===== config.mk =====
export PLATFORM = sky130hd
export DESIGN_NAME = bt_txpy_seq_flat
export DESIGN_NICKNAME = d
export VERILOG_FILES = /design/src/rtl/bt_pkg.sv /design/src/rtl/bt_txpy_seq_if.sv /design/src/rtl/bt_fec23_enc.sv /design/src/rtl/bt_txpy_seq.sv /design/src/flat_wrapper.sv
export SDC_FILE = /design/constraint.sdc
export NUM_CORES = 1
export LEC_CHECK = 0
export ABC_AREA = 1
export BUFFER_PORTS_ARGS = -buffer_cell sky130_fd_sc_hd__buf_2
export CELL_PAD_IN_SITES_DETAIL_PLACEMENT = 1
export CELL_PAD_IN_SITES_GLOBAL_PLACEMENT = 1
export CORE_MARGIN = 2
export CORE_UTILIZATION = 40
export CTS_BUF_LIST = sky130_fd_sc_hd__clkbuf_4
export DETAILED_ROUTE_END_ITERATION = 10
export GPL_ROUTABILITY_DRIVEN = 0
export MAX_ROUTING_LAYER = met4
export PLACE_DENSITY_LB_ADDON = 0.1
export REMOVE_ABC_BUFFERS = 1
export SYNTH_ARGS = -nofsm -noshare
export SYNTH_HDL_FRONTEND = slang
export SYNTH_SLANG_ARGS = --single-unit
export TNS_END_PERCENT = 100

===== constraint.sdc =====
create_clock -name clk_6M -period 5.7 [get_ports clk_6M]
set_input_delay 1.14 -clock clk_6M [delete_from_list [all_inputs] [get_ports clk_6M]]
set_output_delay 1.14 -clock clk_6M [all_outputs]
set_load 0.05 [all_outputs]

===== src/rtl/bt_pkg.sv =====
// Shared BR/EDR baseband constants for the TX payload path: FEC mode encodings,
// CRC-16 and whitening polynomials, and the (15,10) shortened Hamming code.
package bt_pkg;

  typedef enum logic [1:0] {
    FEC_NONE = 2'd0,
    FEC_13   = 2'd1,
    FEC_23   = 2'd2,
    FEC_RSVD = 2'd3
  } fec_mode_e;

  typedef struct packed {
    fec_mode_e fec;
    logic      wen;
  } txpy_cfg_t;

  localparam logic [15:0] CRC_POLY  = 16'h1021;
  // g(D)=D^7+D^4+1: the D^7 bit recirculates into stage 0 and is folded into stage 4
  localparam logic [6:0]  WHT_TAPS  = 7'h10;
  localparam logic [4:0]  FEC23_GEN = 5'b10101;
  localparam logic [3:0]  FEC23_K   = 4'd10;
  localparam logic [3:0]  FEC23_N   = 4'd15;

  function automatic logic [6:0] wht_next(input logic [6:0] s);
    return {s[5:0], s[6]} ^ (s[6] ? WHT_TAPS : 7'h00);
  endfunction

endpackage


===== src/rtl/bt_txpy_seq_if.sv =====
// Payload buffer read port: level request with word address, one-cycle ack with data.
interface bt_txpy_seq_if #(
  parameter int DATA_W = 8,
  parameter int ADDR_W = 10
);
  logic              rd_req;
  logic [ADDR_W-1:0] rd_addr;
  logic              rd_ack;
  logic [DATA_W-1:0] rd_data;

  modport master (output rd_req, rd_addr, input rd_ack, rd_data);
  modport slave  (input rd_req, rd_addr, output rd_ack, rd_data);
endinterface


===== src/rtl/bt_fec23_enc.sv =====
// Serial (15,10) parity generator: shift in 10 info bits, then shift the 5 parity
// bits out MSB first from par.
module bt_fec23_enc
  import bt_pkg::*;
(
  input  logic clk_6M,
  input  logic rstz,
  input  logic clr,
  input  logic shift_in,
  input  logic din,
  input  logic shift_out,
  output logic par
);

  logic [4:0] r;

  always_ff @(posedge clk_6M or negedge rstz) begin
    if (!rstz)          r <= '0;
    else if (clr)       r <= '0;
    else if (shift_in)  r <= {r[3:0], 1'b0} ^ ({5{din ^ r[4]}} & FEC23_GEN);
    else if (shift_out) r <= {r[3:0], 1'b0};
  end

  assign par = r[4];

endmodule


===== src/rtl/bt_txpy_seq.sv =====
// BR/EDR TX payload sequencer: prefetches payload words, serialises LSB first,
// appends CRC-16, whitens, and FEC-encodes one coded bit per bit strobe.
module bt_txpy_seq
  import bt_pkg::*;
#(
  parameter int LEN_W  = 13,
  parameter int DATA_W = 8,
  parameter int ADDR_W = 10
) (
  input  logic             clk_6M,
  input  logic             rstz,
  input  logic             start_p,
  input  logic             abort_p,
  input  logic             bit_p,
  input  logic [LEN_W-1:0] pylenbit,
  input  logic             crc_en,
  input  logic [1:0]       fec_mode,
  input  logic [7:0]       crc_init,
  input  logic             whiten_en,
  input  logic [6:0]       whiten_init,
  bt_txpy_seq_if.master    bus,
  output logic             txbit,
  output logic             txbit_vld,
  output logic             py_period,
  output logic             py_endp,
  output logic             underrun
);

  localparam int KW = LEN_W + 1;
  localparam int BW = $clog2(DATA_W);

  localparam logic [1:0] ST_IDLE  = 2'd0;
  localparam logic [1:0] ST_FETCH = 2'd1;
  localparam logic [1:0] ST_RUN   = 2'd2;

  logic [1:0]        state;
  txpy_cfg_t         cfg_q;
  logic [LEN_W-1:0]  pylen_q;
  logic [KW-1:0]     len_q, nwords_q, k;
  logic [1:0]        rep;
  logic [3:0]        pos;
  logic              rep_bit;
  logic [15:0]       crc;
  logic [6:0]        lfsr;
  logic [DATA_W-1:0] cur_word, nxt_word;
  logic              cur_vld, nxt_vld;
  logic              req_q;
  logic [ADDR_W-1:0] addr_q;

  logic [KW-1:0]     len_in, nwords_in, pylen_x;
  logic              start_acc, ack_ok, step, need_info, in_data, in_crc, wht_on;
  logic              dbit, info, cbit, last, exhaust, ur_set, enc_par;
  logic [BW-1:0]     bidx;
  logic              ecur_vld, enxt_vld, cur_vld_n, nxt_vld_n, req_n;
  logic [DATA_W-1:0] ecur_word, enxt_word, cur_word_n, nxt_word_n;
  logic [ADDR_W-1:0] addr_n;
  logic              is13, is23;

  assign bus.rd_req  = req_q;
  assign bus.rd_addr = addr_q;

  assign len_in    = {1'b0, pylenbit} + (crc_en ? KW'(16) : KW'(0));
  assign nwords_in = ({1'b0, pylenbit} + KW'(DATA_W - 1)) >> BW;
  assign start_acc = (state == ST_IDLE) && start_p && !abort_p && (len_in != '0);
  assign ack_ok    = bus.rd_ack && req_q && (state != ST_IDLE) && !abort_p;
  assign step      = bit_p && (state == ST_RUN) && !abort_p;
  assign is13      = (cfg_q.fec == FEC_13);
  assign is23      = (cfg_q.fec == FEC_23);
  assign pylen_x   = {1'b0, pylen_q};
  assign bidx      = k[BW-1:0];

  always_comb begin
    // a word acked this cycle is visible to a bit consumed in the same cycle
    ecur_vld  = cur_vld | (ack_ok & ~cur_vld);
    ecur_word = cur_vld ? cur_word : bus.rd_data;
    enxt_vld  = nxt_vld | (ack_ok & cur_vld);
    enxt_word = nxt_vld ? nxt_word : bus.rd_data;

    need_info = step && (is13 ? (rep == 2'd0) : is23 ? (pos < FEC23_K) : 1'b1);
    in_data   = (k < pylen_x);
    in_crc    = !in_data && (k < len_q);
    dbit      = ecur_vld & ecur_word[bidx];
    wht_on    = cfg_q.wen & (in_data | in_crc);
    info      = (in_data ? dbit : (in_crc & crc[15])) ^ (wht_on & lfsr[6]);
    ur_set    = need_info && in_data && !ecur_vld;
    exhaust   = need_info && in_data && ((bidx == '1) || (k == pylen_x - KW'(1)));

    cbit = info;
    last = (k == len_q - KW'(1));
    if (is13) begin
      cbit = (rep == 2'd0) ? info : rep_bit;
      last = (rep == 2'd2) && (k == len_q);
    end else if (is23) begin
      cbit = (pos < FEC23_K) ? info : enc_par;
      last = (pos == FEC23_N - 4'd1) && (k >= len_q);
    end

    if (exhaust) begin
      cur_vld_n  = enxt_vld;
      cur_word_n = enxt_word;
      nxt_vld_n  = 1'b0;
      nxt_word_n = enxt_word;
    end else begin
      cur_vld_n  = ecur_vld;
      cur_word_n = ecur_word;
      nxt_vld_n  = enxt_vld;
      nxt_word_n = enxt_word;
    end
    addr_n = addr_q + ADDR_W'(ack_ok);
    // drop the request for one cycle after every ack
    req_n  = !ack_ok && !nxt_vld_n && (32'(addr_n) < 32'(nwords_q));
  end

  bt_fec23_enc u_enc (
    .clk_6M    (clk_6M),
    .rstz      (rstz),
    .clr       (start_acc || abort_p || (step && is23 && (pos == FEC23_N - 4'd1))),
    .shift_in  (need_info && is23),
    .din       (info),
    .shift_out (step && is23 && (pos >= FEC23_K)),
    .par       (enc_par)
  );

  always_ff @(posedge clk_6M or negedge rstz) begin
    if (!rstz) begin
      state     <= ST_IDLE;
      cfg_q     <= '0;
      pylen_q   <= '0;
      len_q     <= '0;
      nwords_q  <= '0;
      k         <= '0;
      rep       <= '0;
      pos       <= '0;
      rep_bit   <= 1'b0;
      crc       <= '0;
      lfsr      <= '0;
      cur_word  <= '0;
      nxt_word  <= '0;
      cur_vld   <= 1'b0;
      nxt_vld   <= 1'b0;
      req_q     <= 1'b0;
      addr_q    <= '0;
      txbit     <= 1'b0;
      txbit_vld <= 1'b0;
      py_period <= 1'b0;
      py_endp   <= 1'b0;
      underrun  <= 1'b0;
    end else begin
      txbit_vld <= step;
      py_endp   <= step && last;
      if (step) txbit <= cbit;

      if (abort_p) begin
        state     <= ST_IDLE;
        py_period <= 1'b0;
        req_q     <= 1'b0;
        cur_vld   <= 1'b0;
        nxt_vld   <= 1'b0;
      end else if (start_acc) begin
        state     <= ST_FETCH;
        cfg_q     <= '{fec: ((fec_mode == FEC_13) || (fec_mode == FEC_23)) ?
                           fec_mode_e'(fec_mode) : FEC_NONE,
                       wen: whiten_en};
        pylen_q   <= pylenbit;
        len_q     <= len_in;
        nwords_q  <= nwords_in;
        k         <= '0;
        rep       <= '0;
        pos       <= '0;
        crc       <= {8'h00, crc_init};
        lfsr      <= whiten_init;
        cur_vld   <= 1'b0;
        nxt_vld   <= 1'b0;
        addr_q    <= '0;
        req_q     <= (nwords_in != '0);
        py_period <= 1'b1;
        underrun  <= 1'b0;
      end else begin
        if (py_endp) py_period <= 1'b0;
        if (state != ST_IDLE) begin
          cur_vld  <= cur_vld_n;
          cur_word <= cur_word_n;
          nxt_vld  <= nxt_vld_n;
          nxt_word <= nxt_word_n;
          addr_q   <= addr_n;
          req_q    <= (step && last) ? 1'b0 : req_n;
          if (ur_set) underrun <= 1'b1;

          if (state == ST_FETCH && (nwords_q == '0 || ack_ok)) state <= ST_RUN;
          if (step && last) state <= ST_IDLE;

          if (need_info) begin
            k <= k + KW'(1);
            if (in_data)
              crc <= {crc[14:0], 1'b0} ^ ({16{crc[15] ^ dbit}} & CRC_POLY);
            else if (in_crc)
              crc <= {crc[14:0], 1'b0};
            if (wht_on) lfsr <= wht_next(lfsr);
          end

          if (step && is13) begin
            rep <= (rep == 2'd2) ? 2'd0 : rep + 2'd1;
            if (rep == 2'd0) rep_bit <= info;
          end
          if (step && is23) pos <= (pos == FEC23_N - 4'd1) ? 4'd0 : pos + 4'd1;
        end
      end
    end
  end

endmodule

===== src/flat_wrapper.sv =====
// flat-port wrapper written by rule: the top's interface ports become plain ports
module bt_txpy_seq_flat import bt_pkg::*;
#(
  parameter int LEN_W  = 13,
  parameter int DATA_W = 8,
  parameter int ADDR_W = 10
)
  (clk_6M, rstz, start_p, abort_p, bit_p, pylenbit, crc_en, fec_mode, crc_init, whiten_en, whiten_init, txbit, txbit_vld, py_period, py_endp, underrun, bus_rd_req, bus_rd_addr, bus_rd_ack, bus_rd_data);
  bt_txpy_seq_if #(.DATA_W(DATA_W), .ADDR_W(ADDR_W)) bus_i ();
  input  logic clk_6M;
  input  logic rstz;
  input  logic start_p;
  input  logic abort_p;
  input  logic bit_p;
  input  logic [LEN_W-1:0] pylenbit;
  input  logic crc_en;
  input  logic [1:0] fec_mode;
  input  logic [7:0] crc_init;
  input  logic whiten_en;
  input  logic [6:0] whiten_init;
  output logic txbit;
  output logic txbit_vld;
  output logic py_period;
  output logic py_endp;
  output logic underrun;
  output wire logic [$bits(bus_i.rd_req)-1:0] bus_rd_req;
  output wire logic [$bits(bus_i.rd_addr)-1:0] bus_rd_addr;
  input wire logic [$bits(bus_i.rd_ack)-1:0] bus_rd_ack;
  input wire logic [$bits(bus_i.rd_data)-1:0] bus_rd_data;
  assign bus_rd_req = bus_i.rd_req;
  assign bus_rd_addr = bus_i.rd_addr;
  assign bus_i.rd_ack = bus_rd_ack;
  assign bus_i.rd_data = bus_rd_data;
  bt_txpy_seq #(.LEN_W(LEN_W), .DATA_W(DATA_W), .ADDR_W(ADDR_W)) u_core (.clk_6M(clk_6M), .rstz(rstz), .start_p(start_p), .abort_p(abort_p), .bit_p(bit_p), .pylenbit(pylenbit), .crc_en(crc_en), .fec_mode(fec_mode), .crc_init(crc_init), .whiten_en(whiten_en), .whiten_init(whiten_init), .bus(bus_i), .txbit(txbit), .txbit_vld(txbit_vld), .py_period(py_period), .py_endp(py_endp), .underrun(underrun));
endmodule

* Word level (Yosys, flattened, before mapping)
Index checks and enable logic that the tools add are counted.
W data, S select, Z words.
** Word-level totals
- Bits of input ports :: 46
- Register bits after elaboration :: 126
** Operators by class
- Reduce and logical (&&, ||, !) cells :: 62
- Multiplexer cells :: 65
- Equality and inequality tests :: 12
- Bitwise logic cells :: 18
- Add/sub/neg operators :: 8
- Order comparisons :: 7
** Operator list (number)
- $mux W16 :: 5
- $eq A14 B14 Y1 :: 3
- $mux W14 :: 3
- $mux W1 :: 28
- $mux W7 :: 4
- $reduce_bool A14 Y1 :: 2
- $mux W5 :: 5
- $logic_and A1 B1 Y1 :: 24
- $mux W8 :: 3
- $mux W10 :: 2
- $mux W2 :: 10
- $mux W4 :: 4
- $xor A16 B13 Y16 :: 1
- $reduce_and A3 Y1 :: 5
- $add A13 B14 Y14 :: 1
- $add A13 B3 Y14 const B :: 1
- $add A14 B1 Y14 const B :: 1
- $ge A14 B14 Y1 :: 1
- $logic_not A14 Y1 :: 1
- $lt A14 B13 Y1 :: 1
- $lt A14 B14 Y1 :: 1
- $reduce_bool A2 Y1 :: 7
- $sub A13 B1 Y14 const B :: 1
- $sub A14 B1 Y14 const B :: 1
- 25 further kinds :: 57

* Logic depth before layout (Yosys ltp)
Gate-level depths: netlist of run 1.
- Depth in word-level cells :: 14
- Depth in mapped cells :: 29
- Depth with buffers taken out :: 29

* By module
From an unflattened synthesis of run 1, not the netlist that was laid out.
** Unflattened totals
- Cell total of the unflattened synthesis :: 1119
- Area total of the unflattened synthesis :: 8077.7 sq um
** By module, submodules not included
- bt_txpy_seq :: cells an instance 1086, instances 1, area an instance 7822.5 sq um
- bt_fec23_enc :: cells an instance 33, instances 1, area an instance 255.2 sq um

* Worst setup path after synthesis of run 1
No wires, ideal clock.
- Path kind :: input port to flip-flop
- From :: input abort_p
- To :: register u_core.req_q, in the netlist u_core.bus.rd_req
- Setup time :: 0.067 ns
- Data required time :: 5.633 ns
- Path slack :: 2.210 ns
- Data arrival time :: 3.423 ns
- Buffers on the path :: 1
- Stages on the path :: 27
- Cell sequence :: buf_6 -> nor2_1 -> nand3_1 -> inv_1 -> ha_1 -> ha_1 -> nand2_1 -> nor2_1 -> inv_1 -> nand2_1 -> inv_1 -> ha_1 -> a21oi_1 -> nand2_1 -> nand2_1 -> nand2_1 -> nand2_1 -> nand2_1 -> nand2_1 -> nand2_1 -> nand2_1 -> nand2_1 -> nand2_1 -> nand2_1 -> o21ai_1 -> nand2_1 -> nand2_1
** On the way
- Cells in the longest elaborated chain, start to end :: 13
- Elaborated cells on any way between the ends :: 23
- Those cells by class :: add/sub: 1; order compare: 1; mux: 5; bitwise: 2; reduce/logical: 14
** Ends and longest elaborated chain
- start, declared :: line flat_wrapper.sv:13 : input logic abort_p;
- parallel branches: the longest is 13 deep, another holds $lt A10 B11 Y1
- end signal, assigned :: line bt_txpy_seq.sv:175 : req_q <= (nwords_in != '0);
- end signal, assigned :: line bt_txpy_seq.sv:186 : req_q <= (step && last) ? 1'b0 : req_n;
- end, declared :: line bt_txpy_seq.sv:47 : logic req_q;
Parallel ways; which one is timed is not known. The select of a mux whose other input is x is not followed.
A chain may end at the register's enable or synchronous reset.

* Final worst setup path of run 1
Ends and elaborated chain as after synthesis.

==> results of run 1 <==
[Yosys cell counts (2+ instances only)]
master    number
nand4_1       13
inv_1        167
buf_6          5
o22ai_1       18
nor3_1        20
dfrtp_1      122
nand3_1       89
ha_1          39
o211ai_1       3
xnor2_1        7
buf_2         10
nand2_1      301
clkbuf_1       9
nor3_2         2
buf_4          3
a21o_1         3
o21bai_1       3
o21ai_1       14
nor2_4         2
nand2_2        4
nor2_2         5
nor4_1         7
a21oi_1       25
xor2_1        28
o21ai_0       82
nor2_1        97
a31oi_1        8
mux2i_1        8
inv_2          4
[placed cells by master (no fill, tap or decap), types with 2 or more instances in the layout]
| cell | n |
|---|---|
| nand4_1 | 13 |
| buf_2 | 60 |
| nor3_2 | 2 |
| o22ai_1 | 18 |
| inv_1 | 167 |
| inv_2 | 4 |
| buf_4 | 5 |
| bufinv_16 | 2 |
| ha_1 | 39 |
| nor2_4 | 2 |
| xor2_1 | 28 |
| mux2i_1 | 8 |
| a21o_1 | 3 |
| a31oi_1 | 8 |
| o211ai_1 | 3 |
| nand2_2 | 4 |
| xnor2_1 | 7 |
| nor4_1 | 7 |
| nor3_1 | 20 |
| inv_6 | 6 |
| nor2_2 | 5 |
| clkbuf_4 | 17 |
| inv_8 | 3 |
| dfrtp_1 | 122 |
| a21oi_1 | 25 |
| nand3_1 | 89 |
| o21ai_0 | 82 |
| nand2_1 | 301 |
| o21bai_1 | 3 |
| o21ai_1 | 14 |
| nor2_1 | 97 |
| clkinv_4 | 2 |
[final timing paths]
| path | from | endpoint | cells past startpoint |
|---|---|---|---|
| max | abort_p | u_core.bus.rd_req | 28 |
| min | u_core.rep_bit | u_core.rep_bit | 2 |
| max reg2reg | u_core.state[0] | u_core.bus.rd_req | 26 |
| min reg2reg | u_core.rep_bit | u_core.rep_bit | 2 |
| max in group asynchronous | rstz | u_core.crc[3] | 2 |
| min in group asynchronous | rstz | u_core.k[8] | 1 |
[registers in the layout (all words and copies together) (netlist names), 8 cells and up]
name	cells
u_core.len_q	14
u_core.pylen_q	9
u_core.cur_word	8
u_core.nwords_q	11
u_core.k	14
u_core.nxt_word	8
u_core.crc	16
u_core.bus.rd_addr	10
[worst max-delay path, stage by stage]
cell and delay (ns):
buf_2 0.17, nor2_1 0.12, buf_4 0.24, nand3_1 0.17, inv_1 0.16, ha_1 0.25, ha_1 0.22, nand2_1 0.08
nor2_1 0.16, inv_1 0.09, nand2_1 0.09, inv_1 0.04, ha_1 0.29, a21oi_1 0.15, nand2_1 0.07, nand2_1 0.05
nand2_1 0.04, nand2_1 0.05, nand2_1 0.05, nand2_1 0.05, nand2_1 0.04, nand2_1 0.05, nand2_1 0.04, nand2_1 0.05
nand2_1 0.05, o21ai_1 0.11, nand2_1 0.06, nand2_1 0.08
[power breakdown]
| part | internal [W] | switching (W) | total, W |
|---|---|---|---|
| combinational | 0.000237 | 0.000457 | 0.000694 |
| sequential | 0.000996 | 0.000116 | 0.00111 |
| clock | 0.000277 | 0.000406 | 0.000684 |
| total | 0.00151 | 0.000979 | 0.00249 |
[cell type report]
class	instances	area (µm²)	area share [%]
Antenna cell	1	2.50	0.0284
Clock buffer	17	128	1.45
Timing Repair Buffer	66	349	3.96
Multi-Input combinational cell	792	4140	46.9
Inverter	172	646	7.32
Sequential cell	122	3050	34.6
Clock inverter	15	176	2.00
Tap cell	265	332	3.76
[layer usage]
layer  vias up  track usage (%)
met5         -                -
met4         0             5.88
met3        24             3.64
met2        87             38.8
met1      3571             30.4
li1       3698                -
[stage by stage]
step	area, µm²	power (W)	util [%]
after global routing	8820	0.00269	45.2
after global placement	8520	0.00180	43.6
after floorplan	7830	0.00160	-
final	8820	0.00249	45.2
after detailed placement	8520	0.00183	43.6
after CTS	8820	0.00253	45.2
[cell families after synthesis]
| logic type | share of synthesized area (%) |
|---|---|
| fa+ha+maj | 6.10 |
| compound gates | 11.4 |
| flops | 38.2 |
| simple gates | 29.1 |
| buf+inv | 10.2 |
| xor+xnor | 4.12 |
| mux | 1.00 |
==> out/results.tsv, run 1 <==
metric	value	unit
Seq/Total Area, Yosys	38.2	%
worst skew pair latency	0.56	ns
worst hold-check path type	reg2reg	
leak pwr	4.55	nW
outcome	finished, final reports clean	
Starting Density	40.9	%
Synth cell types	45	
CP Data Required Time	6.20	ns
number of register bits inferred by synthesis	122	
pre-CTS WS	1.50	ns
vias in the first global route	7702	
Post-synth EDFFs	0	
detail-routed net length per standard cell	16.0	µm
Sink Count	122	
vias per cell	5.09	
Max Buffers Root-to-Sink	2	
final hold violation count	0	
Max Fclk	272	MHz
FILL cells	2564	
final antenna-violating net count	0	
clock-pin transition on the worst setup and hold timing paths	0.13	ns
cts repair resizes	0	
Max-cap violations	0	
crit share post-route	64.5	%
WHS	0.497	ns
Initial DRC Count	299	
largest net degree at the start of global routing	75	
Syn Inst Count	1114	
Synth Cell Area	8000	µm²
startpoint type of the worst setup path	input port	
max layer used	met4	
Ys Warns	0	
DIE HEIGHT	145	µm
Finished Layout Cells	1450	
first-pass GRT wire length	38.8	mm
gr ovfl total	0	
RSZ-0062 raised after global routing	no	
ys flop type	dfrtp_1	
initial antenna violation count	1	
share of layout cells above drive strength 1	10.3	%
DIE AREA	21100	µm²
number of detailed-route iterations in the first pass	5	
Max rail drop VDD	0.000162	V
pwr dens	282	nW/µm²
max-slew violations	0	
wire length on met2	11.1	mm
metal1 wirelength	11.0	mm
vias	7380	
area leader, netlist	dfrtp_1	
placed cell count	1417	
Die Wd	145	µm
area share of the largest cell type after synthesis	38.2	%
final wirelength	23.2	mm
fraction of registers with async set/reset	100	%
setup_tns	0	ns
DR WL met3	755	µm
core area	19500	µm²
Ports	62	
drt drc	0	
I/O Buffers	61	
Slew headroom	37.0	%
CTS tree	built	
row count	51	
fin worst setup slack	2.03	ns
critical path peak fanout	20	
hold_buf cts	0	
Setup Skew	0.0242	ns
r2r setup slk	2.24	ns
Slew @ Worst Pin	0.944	ns
Num CTS Buffers	17	
WP data arrival	4.18	ns
Final setup viols	0	
H-tree depth	4	
Post-CTS Setup Bufs	0	
Syn Area/Cell	7.18	µm²
Setup CP Type	in2reg	
DP HPWL	17.8	mm
root buffer cell	clkbuf_4	
Period minus WS final	3.67	ns
Layout area overhead	10.4	%
Nets	1256	
top cells by area, synth	dfrtp_1 (38%), nand2_1 (14%), inv_1 (7.8%)	
Tot GR Track Use	23.5	%
Crit. End Element	flop	
No activity file was read; power rests on OpenSTA's default activity.
==> run 2: changes to the inputs <==
Clock period 5.7 ns to 3.3 ns, I/O delays scaled along.
==> run 2 against run 1 <==
  * Final area increased by 1.8%
  * Sequential cell count unchanged
  * Register-to-register slack got worse by 1.9 ns
  * Clock power increased by 81%
  * Critical path type is now reg2reg
  * Largest power group unchanged
  * Highest routed layer unchanged
==> out/results.tsv, run 2 (same netlist as run 1, synthesis figures left out) <==
metric	value	unit	change
RSZ-0062 raised after global routing	no		
Max-cap violations	0		unchanged
final hold violation count	0		unchanged
crit share post-route	88.4	%	
most frequent cells in the layout	nand2_1 (301), inv_1 (166), dfrtp_1 (122), nor2_1 (95), nand3_1 (89)		
row count	51		unchanged
Max Fclk	343	MHz	
Layout area overhead	12.4	%	
Nets	1271		+1.2%
worst skew pair latency	0.55	ns	about the same
Setup Skew	0.0218	ns	-0.00240 ns
Crit. End Element	flop		
number of detailed-route iterations in the first pass	5		unchanged
top flop regs	u_core.crc: 16 flops, u_core.k: 14 flops, u_core.len_q: 14 flops		
pwr dens	489	nW/µm²	+73%
clock-pin transition on the worst setup and hold timing paths	0.14	ns	about the same
Tot GR Track Use	24.0	%	+0.54 points
WHS	0.0598	ns	-0.437 ns
critical path peak fanout	4		-80%
Setup CP Type	reg2reg		
drt drc	0		unchanged
WP data arrival	3.41	ns	-0.77 ns
worst hold-check path type	in2async		
max-slew violations	0		unchanged
Critical Path Most Common Cell	nand2_1		
outcome	finished, final reports clean		
startpoint type of the worst setup path	flop		
area of the multi-input gates	4160	µm²	+0.42%
root buffer cell	clkbuf_4		
Die Wd	145	µm	unchanged
DIE AREA	21100	µm²	unchanged
Max rail drop VDD	0.000242	V	+49%
CP Data Required Time	3.79	ns	-2.41 ns
final wirelength	23.7	mm	+2.6%
Max Buffers Root-to-Sink	2		unchanged
fin worst setup slack	0.383	ns	-1.64 ns
pre-CTS WS	0.0184	ns	-1.49 ns
Period minus WS final	2.92	ns	
Sequential cell area	3050	µm²	unchanged
first-pass GRT wire length	39.7	mm	+2.4%
gr ovfl total	0		unchanged
Sink Count	122		unchanged
final antenna-violating net count	0		unchanged
initial antenna violation count	1		unchanged
detail-routed net length per standard cell	16.2	µm	+1.5%
Finished Layout Cells	1466		+1.1%
DIE HEIGHT	145	µm	unchanged
H-tree depth	4		unchanged
Num CTS Buffers	17		unchanged
Slew headroom	49.5	%	+12 points
CTS tree	built		
leak pwr	4.62	nW	+1.5%
Initial DRC Count	292		-2.3%
fin util	46.0	%	+0.83 points
largest register by flop count	u_core.crc		
Slew @ Worst Pin	0.757	ns	-0.186 ns
Worst path slowest cell	dfrtp_1		
Starting Density	40.9	%	unchanged
Largest register FFs	16		unchanged
most common cell after layout, fill and taps aside	nand2_1		
placed cell count	1430		+0.92%
FILL cells	2579		+0.59%
vias per cell	5.10		+0.11%
total chip power	0.00439	W	+77%
share of layout cells above drive strength 1	11.8	%	+1.5 points
I/O Buffers	61		unchanged
peak per-stage delay on the critical path	0.40	ns	+0.11 ns
vias in the first global route	7879		+2.3%
vias	7470		+1.2%
DP HPWL	18.3	mm	+3.1%
Ports	62		unchanged
largest net degree at the start of global routing	60		-20%
core area	19500	µm²	unchanged
Final setup viols	0		unchanged
[run 2: changes by cell type in the layout (fill, tap and decap cells not counted), sizes merged]
cell | before | now
clkinv | 4 | 2
diode | 1 | 2
buf | 66 | 81
inv | 180 | 177
clkbuf | 17 | 18
bufinv | 2 | 3
clkinvlp | 1 | 4
[run 2: layout make-up]
| class | instances | share of cell area [%] |
|---|---|---|
| Inverter | 172 | 7.18 |
| Antenna cell | 2 | 0.0557 |
| Tap cell | 265 | 3.69 |
| Clock inverter | 14 | 2.07 |
| Timing Repair Buffer | 81 | 5.28 |
| Sequential cell | 122 | 34.0 |
| Multi-Input combinational cell | 792 | 46.2 |
| Clock buffer | 18 | 1.50 |
[run 2: timing repair]
| item | 4_1_cts | 5_1_grt |
|---|---|---|
| setup buffers | 0 | 2 |
| hold buffers | 0 | 0 |
| setup endpoints to repair | 0 | 1 |
| gates resized for setup | 0 | 5 |
[run 2: metrics by stage]
stage                     instance area (µm²)  setup TNS, ns
after floorplan                          7830         -71.09
after global placement                   8630              0
after detailed placement                 8630              0
after CTS                                8950              0
after global routing                     8980              0
final                                    8990              0
[run 2: routing by layer]
layer  vias up  GRT usage [%]  part of all wire, %
li1       3739              -                    -
met1      3620           30.6                   47
met2        92           40.3                   49
met3        19           4.01                  3.1
met4         0           5.59                  1.2
met5         -              -                    0
[run 2: final timing paths]
kind | from | end | slack (ns) | cells after the start
setup / recovery | u_core.state[0] | u_core.bus.rd_req | 0.38 | 28
hold / removal | rstz | u_core.pylen_q[12] | 0.06 | 1
setup reg to reg | u_core.state[0] | u_core.bus.rd_req | 0.38 | 28
hold reg to reg | u_core.py_period | u_core.py_period | 0.49 | 2
max in group asynchronous | rstz | u_core.nwords_q[7] | 2.48 | 2
min in group clk_6M | fec_mode[1] | u_core.cfg_q[1] | 0.30 | 2
[run 2: report_power, final]
group	leakage, nW	internal [W]	switching, W
clock	0.160	0.000553	0.000687
combinational	2.89	0.000432	0.000815
sequential	1.57	0.00172	0.000185
total	4.62	0.00271	0.00169
[run 2: worst max-delay path, delay by kind of cell, from the launching register on]
kind                       cells  cell delay (ns)
AOI/OAI and AO/OA              2             0.25
adders and majority gates      3             0.61
buffers and inverters          4             0.37
DFF                            1             0.40
and+or+nand+nor               19             1.23
==> run 3: changes to the inputs <==
Clock period 3.3 ns to 3.33 ns, I/O delays scaled along.
==> run 3 against run 2 <==
  * Core utilization is 0.25 points lower
  * Largest power group unchanged
  * Fmax is 4.5% lower
  * Critical path type unchanged
  * Hold slack better by 0.034 ns
  * Sequential cell count stayed put
  * Global-route usage is 0.53 points lower
  * Clock skew is 0.0035 ns higher
  * First-iteration DRC count is 16% lower
==> out/results.tsv, run 3 (same netlist as run 1, synthesis figures left out) <==
metric	value	unit	change
outcome	finished, final reports clean		
most common cell after layout, fill and taps aside	nand2_1		
max-slew violations	0		unchanged
startpoint type of the worst setup path	flop		
Num CTS Buffers	17		unchanged
Max-cap violations	0		unchanged
largest register by flop count	u_core.crc		
worst hold-check path type	in2async		
core area	19500	µm²	unchanged
Ports	62		unchanged
largest net degree at the start of global routing	69		+15%
Max Buffers Root-to-Sink	2		unchanged
vias	7419		-0.68%
r2r startpoint	u_core.state[1]		
number of detailed-route iterations in the first pass	5		unchanged
final wirelength	23.3	mm	-1.8%
Slew headroom	48.8	%	-0.71 points
pwr dens	476	nW/µm²	-2.6%
Crit. End Element	flop		
Largest register FFs	16		unchanged
root buffer cell	clkbuf_4		
leak pwr	4.61	nW	-0.23%
first-pass GRT wire length	38.8	mm	-2.3%
Period minus WS final	3.06	ns	+0.138 ns
detail-routed net length per standard cell	15.9	µm	-1.7%
Slew @ Worst Pin	0.768	ns	+0.0106 ns
row count	51		unchanged
Setup CP Type	reg2reg		
Worst path slowest cell	dfrtp_1		
WP data arrival	3.56	ns	+0.15 ns
DIE AREA	21100	µm²	unchanged
Critical Path Most Common Cell	nand2_1		
total chip power	0.00426	W	-3.1%
CP Data Required Time	3.83	ns	+0.04 ns
crit share post-route	91.7	%	+3.3 points
peak per-stage delay on the critical path	0.41	ns	about the same
initial antenna violation count	1		unchanged
share of layout cells above drive strength 1	11.6	%	-0.16 points
final hold violation count	0		unchanged
Initial DRC Count	245		-16%
Setup Skew	0.0253	ns	+0.00353 ns
Layout area overhead	11.8	%	
worst skew pair latency	0.56	ns	about the same
r2r setup slk	0.27	ns	-0.11 ns
R2R depth	28		unchanged
clock-pin transition on the worst setup and hold timing paths	0.13	ns	about the same
Sink Count	122		unchanged
gr ovfl total	0		unchanged
top flop regs	u_core.crc: 16 flops, u_core.k: 14 flops, u_core.len_q: 14 flops		
R2R Path End	u_core.bus.rd_req		
I/O Buffers	61		unchanged
vias per cell	5.07		-0.55%
drt drc	0		unchanged
Nets	1270		-0.079%
Final setup viols	0		unchanged
Die Wd	145	µm	unchanged
Tot GR Track Use	23.5	%	-0.53 points
Max Fclk	327	MHz	-4.5%
CP startpoint	u_core.state[1]		
DIE HEIGHT	145	µm	unchanged
DP HPWL	18.0	mm	-1.7%
vias in the first global route	7700		-2.3%
H-tree depth	4		unchanged
final antenna-violating net count	0		unchanged
setup_tns	0	ns	unchanged
Starting Density	40.9	%	unchanged
most frequent cells in the layout	nand2_1 (301), inv_1 (166), dfrtp_1 (122), nor2_1 (96), nand3_1 (89)		
critical path peak fanout	4		unchanged
CTS tree	built		
Max rail drop VDD	0.000232	V	-4.1%
## run 3: cell count changes in the layout (fill, tap and decap cells not counted), moves of 2 or more
| cell | before | now |
|---|---|---|
| clkinv_4 | 1 | 4 |
| clkinvlp_4 | 4 | 1 |
| clkinv_2 | 0 | 2 |
| ha_2 | 0 | 2 |
## run 3: worst max path at each step
stage                        endpoint  depth (start not counted)
floorplan               u_core.crc[5]                         13
global placement    u_core.bus.rd_req                         27
detailed placement  u_core.bus.rd_req                         27
CTS                 u_core.bus.rd_req                         28
global route        u_core.bus.rd_req                         30
finish              u_core.bus.rd_req                         28
## run 3: repair_timing
action | in CTS | in global routing
hold buffers | 0 | 0
endpoints found under the hold margin | 0 | 0
setup buffers | 0 | 1
setup endpoints to repair | 0 | 1
resized for setup | 0 | 4
## run 3: worst max-delay path: cells and delay by family (launching register included)
kind,cells,cell delay (ns)
compound gates,2,0.27
buf+inv,4,0.37
fa+ha+maj,3,0.70
flops,1,0.41
simple gates,19,1.24
## run 3: routing by layer
metal,routed length [µm],global-route usage [%],up-vias
met4,323,6.42,0
met1,10900,30.4,3564
met5,0,-,-
met2,11200,38.0,89
met3,901,4.39,24
li1,-,-,3742
## run 3: where the power goes
part / switching (W) / internal, W
clock network: 0.000680 / 0.000461
logic: 0.000802 / 0.000428
registers: 0.000182 / 0.00171
## run 3: area by class of cell
cell class              instances  area (µm²)
well taps                     265         332
inverters                     172         646
diodes                          1        2.50
flip-flops and latches        122        3050
clock inverters                15         165
repair buffers                 80         467
multi-input cells             792        4150
fillers                      2553       10600
clock buffers                  17         128
## run 3: stage by stage
stage / instance area, µm² / instances / utilization (%) / setup WS (ns) / hold slack, ns
2_1_floorplan: 7830 / 1086 / - / -1.21 / 0.370
3_3_place_gp: 8630 / 1430 / 44.2 / 0.231 / 0.468
3_5_place_dp: 8630 / 1430 / 44.2 / 0.0428 / 0.466
4_1_cts: 8920 / 1462 / 45.7 / 0.187 / 0.0948
5_1_grt: 8940 / 1464 / 45.8 / -0.0315 / 0.125
6_report: 8940 / 1464 / 45.8 / 0.275 / 0.0938
